--- src/rtl/ir_loader_pkg.sv ---
// Shared definitions for the instruction-register loader: FSM encodings,
// default bus widths and a small sizing helper.
package ir_loader_pkg;

  localparam int IR_DATA_WIDTH = 8;
  localparam int IR_ADDR_WIDTH = 8;

  typedef enum logic [2:0] {
    L_IDLE  = 3'd0,
    L_REQ   = 3'd1,
    L_WAIT  = 3'd2,
    L_WRITE = 3'd3,
    L_DONE  = 3'd4,
    L_ERR   = 3'd5
  } ldr_state_e;

  // Counter width for n distinct values, never narrower than one bit.
  function automatic int min1_clog2(input int n);
    return (n > 1) ? $clog2(n) : 1;
  endfunction

endpackage

--- src/rtl/ir_loader_timer.sv ---
// Loadable down-counter that flags expiry once it reaches zero; bounds the
// number of cycles the loader waits for a memory response.
module ir_loader_timer #(
  parameter int WIDTH = 8
) (
  input  logic             clk,
  input  logic             rst_n,
  input  logic             load,
  input  logic [WIDTH-1:0] load_val,
  input  logic             en,
  output logic             expired
);

  logic [WIDTH-1:0] cnt;

  always_ff @(posedge clk) begin
    if (!rst_n) begin
      cnt <= '0;
    end else if (load) begin
      cnt <= load_val;
    end else if (en && (cnt != '0)) begin
      cnt <= cnt - 1'b1;
    end
  end

  assign expired = (cnt == '0);

endmodule

--- src/rtl/ir_loader.sv ---
// Fetches DEPTH instruction words from the memory source one request at a
// time and writes them into the IR regfile, then flags init finished.
//
// state   | meaning
// --------+-----------------------------------------------------------
// L_IDLE  | out of reset, waiting for i_start
// L_REQ   | single-cycle memory read request for word idx
// L_WAIT  | waiting for i_mem_valid, bounded by the timeout timer
// L_WRITE | single-cycle regfile write of data_q at idx
// L_DONE  | all words written, init finished held; i_start reloads
// L_ERR   | memory timed out, error held; i_start retries from word 0
module ir_loader
  import ir_loader_pkg::*;
#(
  parameter int                    DATA_WIDTH = IR_DATA_WIDTH,
  parameter int                    ADDR_WIDTH = IR_ADDR_WIDTH,
  parameter int                    DEPTH      = 16,
  parameter logic [ADDR_WIDTH-1:0] BASE_ADDR  = '0,
  parameter int                    TIMEOUT    = 255
) (
  input  logic                  clk,
  input  logic                  rst_n,
  input  logic                  i_start,
  output logic                  o_mem_req,
  output logic [ADDR_WIDTH-1:0] o_mem_addr,
  input  logic                  i_mem_valid,
  input  logic [DATA_WIDTH-1:0] i_mem_data,
  output logic                  o_rf_we,
  output logic [ADDR_WIDTH-1:0] o_rf_addr,
  output logic [DATA_WIDTH-1:0] o_rf_data,
  output logic                  o_busy,
  output logic                  o_init_finished,
  output logic                  o_error
);

  localparam int IDX_W = min1_clog2(DEPTH);
  localparam int TMO_W = $clog2(TIMEOUT + 1);
  localparam logic [IDX_W-1:0] LAST_IDX = IDX_W'(DEPTH - 1);
  localparam logic [TMO_W-1:0] TMO_LOAD = TMO_W'(TIMEOUT - 1);

  ldr_state_e            state, state_next;
  logic [IDX_W-1:0]      idx, idx_next;
  logic [DATA_WIDTH-1:0] data_q, data_next;
  logic                  tmr_load, tmr_en, tmr_expired;
  logic                  req_d, we_d, busy_d, init_d, err_d;
  logic [ADDR_WIDTH-1:0] mem_addr_d;

  ir_loader_timer #(.WIDTH(TMO_W)) u_timer (
    .clk      (clk),
    .rst_n    (rst_n),
    .load     (tmr_load),
    .load_val (TMO_LOAD),
    .en       (tmr_en),
    .expired  (tmr_expired)
  );

  always_ff @(posedge clk) begin
    if (!rst_n) begin
      state <= L_IDLE;
    end else begin
      state <= state_next;
    end
  end

  always_comb begin
    state_next = state;
    idx_next   = idx;
    data_next  = data_q;
    tmr_load   = 1'b0;
    tmr_en     = 1'b0;
    case (state)
      L_IDLE, L_DONE, L_ERR: begin
        if (i_start) begin
          state_next = L_REQ;
          idx_next   = '0;
        end
      end
      L_REQ: begin
        state_next = L_WAIT;
        tmr_load   = 1'b1;
      end
      L_WAIT: begin
        // A response on the terminal cycle still counts.
        if (i_mem_valid) begin
          state_next = L_WRITE;
          data_next  = i_mem_data;
        end else if (tmr_expired) begin
          state_next = L_ERR;
        end else begin
          tmr_en = 1'b1;
        end
      end
      L_WRITE: begin
        if (idx == LAST_IDX) begin
          state_next = L_DONE;
        end else begin
          state_next = L_REQ;
          idx_next   = idx + 1'b1;
        end
      end
      default: state_next = L_IDLE;
    endcase
  end

  // Outputs are decoded from the next state so the registered copies line up
  // with the state they belong to.
  always_comb begin
    req_d      = (state_next == L_REQ);
    we_d       = (state_next == L_WRITE);
    busy_d     = (state_next == L_REQ) || (state_next == L_WAIT) || (state_next == L_WRITE);
    init_d     = (state_next == L_DONE);
    err_d      = (state_next == L_ERR);
    mem_addr_d = '0;
    if (req_d) begin
      mem_addr_d = BASE_ADDR + ADDR_WIDTH'(idx_next);
    end
  end

  always_ff @(posedge clk) begin
    if (!rst_n) begin
      idx             <= '0;
      data_q          <= '0;
      o_mem_req       <= 1'b0;
      o_mem_addr      <= '0;
      o_rf_we         <= 1'b0;
      o_busy          <= 1'b0;
      o_init_finished <= 1'b0;
      o_error         <= 1'b0;
    end else begin
      idx             <= idx_next;
      data_q          <= data_next;
      o_mem_req       <= req_d;
      o_mem_addr      <= mem_addr_d;
      o_rf_we         <= we_d;
      o_busy          <= busy_d;
      o_init_finished <= init_d;
      o_error         <= err_d;
    end
  end

  assign o_rf_addr = ADDR_WIDTH'(idx);
  assign o_rf_data = data_q;

endmodule

--- config.mk ---
export PLATFORM = sky130hd
export DESIGN_NAME = ir_loader
export DESIGN_NICKNAME = d
export VERILOG_FILES = /design/src/rtl/ir_loader_pkg.sv /design/src/rtl/ir_loader_timer.sv /design/src/rtl/ir_loader.sv
export SDC_FILE = /design/constraint.sdc
export NUM_CORES = 1
export LEC_CHECK = 0
export ABC_CLOCK_PERIOD_IN_PS = 4800
export BUFFER_PORTS_ARGS = -buffer_cell sky130_fd_sc_hd__clkbuf_2
export CAP_MARGIN = 30
export CORE_ASPECT_RATIO = 1.2
export CORE_UTILIZATION = 53
export CTS_CLUSTER_DIAMETER = 80
export DETAILED_ROUTE_END_ITERATION = 12
export GPL_TIMING_DRIVEN = 1
export PLACE_DENSITY = 0.81
export SETUP_SLACK_MARGIN = 0.4
export SYNTH_ARGS = -nofsm -noshare
export SYNTH_HDL_FRONTEND = slang
export SYNTH_SLANG_ARGS = --single-unit
export TNS_END_PERCENT = 5
--- constraint.sdc ---
create_clock -name clk -period 4.8 [get_ports clk]
set_input_delay 1.44 -clock clk [delete_from_list [all_inputs] [get_ports clk]]
set_output_delay 1.44 -clock clk [all_outputs]
set_load 0.03 [all_outputs]
==> results.sh <==
export IMPL_die_area_sq_um=3060
export IMPL_num_nets_final=200
export IMPL_post_route_min_period_ns=2.53
export IMPL_reg2reg_slack_ns=2.83
export IMPL_ff_latch_area_sq_um=641
export IMPL_cts_htree_levels=2
export IMPL_core_area_sq_um=2600
export IMPL_cp_slowest_stage_delay_ns=0.40
export IMPL_yosysSeqAreaShare_pct=42.5
export IMPL_status="complete, no violations"
export IMPL_place_inst=212
export IMPL_seqPwrFrac_pct=44.6
export IMPL_grt_pass1_wl_um=4710
export IMPL_final_cells=220
export IMPL_p_switching_mw=0.214
export IMPL_portBuffers=32
export IMPL_antenna_found_initial=0
export IMPL_worstSetupPathType="input port to flop"
export IMPL_grt_start_max_net_pins=24
export IMPL_fp_row_count=20
export IMPL_timing_rr_end="o_mem_addr[2]$_SDFF_PN0_"
export IMPL_multi_input_area_sq_um=783
export IMPL_first_iter_violations=25
export IMPL_min_delay_start="o_rf_data[5]$_SDFFE_PN0P_"
export IMPL_drt_vias_per_instance=5.50
export IMPL_place_hpwl_um=2170
export IMPL_dieWidth_um=50.7
export IMPL_sw_frac_of_total_pct=30.5
export IMPL_drtPass1Iterations=4
export IMPL_maxCapViolCount=0
export IMPL_place_ws_ns=1.95
export IMPL_hold_path_class="flop to flop"
export IMPL_slew_limit_headroom_pct=56.3
export IMPL_wl_um=2910
export IMPL_cp_depth=5
export IMPL_area_delta_synth_final_pct=15.7
export IMPL_syn_cell_area_sq_um=1510
export IMPL_grt_ovfl_total=0
export IMPL_synthTopCellsByArea="dfxtp_1 43%, mux2i_1 6.6%, buf_4 4.0%"
export IMPL_yosys_warnings=0
export IMPL_worst_endpoint_required_ns=5.02
export IMPL_setup_viol=0
export IMPL_n_antenna_cell=0
export IMPL_p_clk_share_pct=32.5
export IMPL_ys_ff_latch=32
export IMPL_min_path_cells=2
export IMPL_clk_pin_slew_ns=0.10
export IMPL_grt_pass1_vias=1084
export IMPL_gp_congestion=0.798
export IMPL_syn_inst=153
export IMPL_reg2reg_from="u_timer.cnt[0]$_SDFFE_PP0P_"
export IMPL_wl_per_cell_um=13.2
export IMPL_p_int_mw=0.489
export IMPL_drive_above_1_share_pct=27.8
export IMPL_io_pins=41
export IMPL_numCtsBuffers=5
export IMPL_critPathLaunchType="input port"
export IMPL_yosys_cell_types_count=51
export IMPL_cp_max_fo=5
export IMPL_dr_total_vias=1209
export IMPL_slew_viol_final=0
export IMPL_p_comb_share_pct=23.0
export IMPL_cp_top_family="simple AND/OR/NAND/NOR gates"
export IMPL_worst_hold_path_endpoint="o_rf_data[5]$_SDFFE_PN0P_"
export IMPL_critPathBufInv=1
export IMPL_finClkSkew_ns=0.0130
export IMPL_cts_buffer_depth=2
export IMPL_path_cells="clkbuf_2 -> nor4b_4 -> nand4_1 -> o31a_2 -> o31a_1"
export IMPL_synth_avg_cell_area_sq_um=9.85
export IMPL_grt_setup_unrepaired="false"
export IMPL_period_share_pct=52.7
export IMPL_start_util_pct=57.9
export IMPL_vdd_drop_max_v=0.000360
export IMPL_final_util_pct=67.0
export IMPL_postCtsSetupBuffers=0
export IMPL_hold_violations=0
export IMPL_ant_nets=0
export IMPL_crit_slowest_cell="nor4b_4"
export IMPL_crit_arrival_ns=2.75
export IMPL_setup_slack_ns=2.27
export IMPL_ys_flop_type="dfxtp_1"
export IMPL_whs_ns=0.510
export IMPL_endpoint_kind="flop"
export IMPL_final_cell_mix="32 x dfxtp_1, 32 x clkbuf_2, 16 x nor2_1"
export IMPL_setup_tns_ns=0
export IMPL_synth_area_leader_cell="dfxtp_1"
export IMPL_rr_worst_depth=6
export IMPL_synth_edff_count=0
export IMPL_cts_root_buf="clkbuf_4"
export IMPL_grt_total_usage_pct=21.0
export IMPL_fillers=211
export IMPL_leakagePower_nw=0.715
export IMPL_insertion_delay_ns=0.33
export IMPL_async_flop_share_pct=0
export IMPL_p_per_area_nw_per_um2=404
export IMPL_drc=0
export IMPL_timing_fmax_mhz=395
export IMPL_tightest_slew_ns=0.654
export IMPL_cts_sinks=32
export IMPL_cts_resized=0
export IMPL_postCtsHoldBufs=0
export IMPL_synth_top_area_share_pct=42.5
export IMPL_dieHeight_um=60.4
export IMPL_cts_tree="built"
==> final cells by class <==
cell class                 count  area share, %
multi-input combinational    110           44.9
sequential                    32           36.8
timing repair buffer          33           9.62
clock buffer                   7           3.73
tap                           33           2.37
clock inverter                 1           1.72
inverter                       4          0.861
==> Yosys cell counts, drive strengths merged (4+ instances only) <==
master and count:
nand2b 4, a21oi 5, o21a 4, inv 4, nor3 8, nor4 4, mux2i 10, and3 4
buf 12, dfxtp 32, nor2 16
==> worst min-delay path, cell delays in order, from the launching register on <==
cell and delay, ns:
dfxtp_1 0.34, mux2i_1 0.07, nor2_1 0.07
==> kinds of logic after synthesis <==
family                     count (synthesis)  synth area share (%)
other                                      1                 0.249
xor gates and xnor gates                   3                  1.74
adders and majority gates                  2                  1.66
buffers and inverters                     18                  7.23
muxes                                     10                  6.64
and+or+nand+nor                           60                  25.7
AOI/OAI and AO/OA                         27                  14.2
DFF                                       32                  42.5
==> metal layers <==
metal | track usage (%) | routed length [um] | vias up
met5 | 0 | 0 | -
met4 | 9.92 | 77 | 0
met3 | 7.27 | 129 | 8
met2 | 37.3 | 1530 | 29
met1 | 22.5 | 1180 | 564
li1 | - | - | 608
==> power groups by stage <==
stage               combinational [mW]  sequential [mW]  clock, mW
global placement                 0.155            0.318          0
global route                     0.178            0.317      0.245
CTS                              0.162            0.313      0.232
floorplan                        0.125            0.327          0
detailed placement               0.160            0.319          0
finish                           0.162            0.313      0.228
==> sequential cells by signal, indices dropped and copies added (netlist names) <==
register         count
o_mem_addr           4
o_busy               1
state                3
u_timer.cnt          8
o_rf_we              1
o_rf_data            8
o_init_finished      1
o_error              1
o_mem_req            1
idx                  4
==> metrics by stage <==
| stage | instance area, sq um | power [mW] |
|---|---|---|
| after floorplan | 1530 | 0.453 |
| after global routing | 1740 | 0.739 |
| after global placement | 1650 | 0.473 |
| after detailed placement | 1650 | 0.479 |
| after CTS | 1740 | 0.707 |
| final | 1740 | 0.703 |
==> worst max-delay path by stage <==
stage / from / slack [ns] / endpoint
after floorplan: i_mem_valid / 2.22 / u_timer.cnt[7]$_SDFFE_PN0P_
after global placement: i_mem_valid / 2.00 / u_timer.cnt[7]$_SDFFE_PN0P_
after detailed placement: i_mem_valid / 1.95 / u_timer.cnt[7]$_SDFFE_PN0P_
after CTS: i_mem_valid / 2.28 / u_timer.cnt[7]$_SDFFE_PN0P_
after global routing: i_mem_valid / 2.21 / u_timer.cnt[2]$_SDFFE_PN0P_
final: i_mem_valid / 2.27 / u_timer.cnt[7]$_SDFFE_PN0P_
Power figures use the tool's default switching activity.
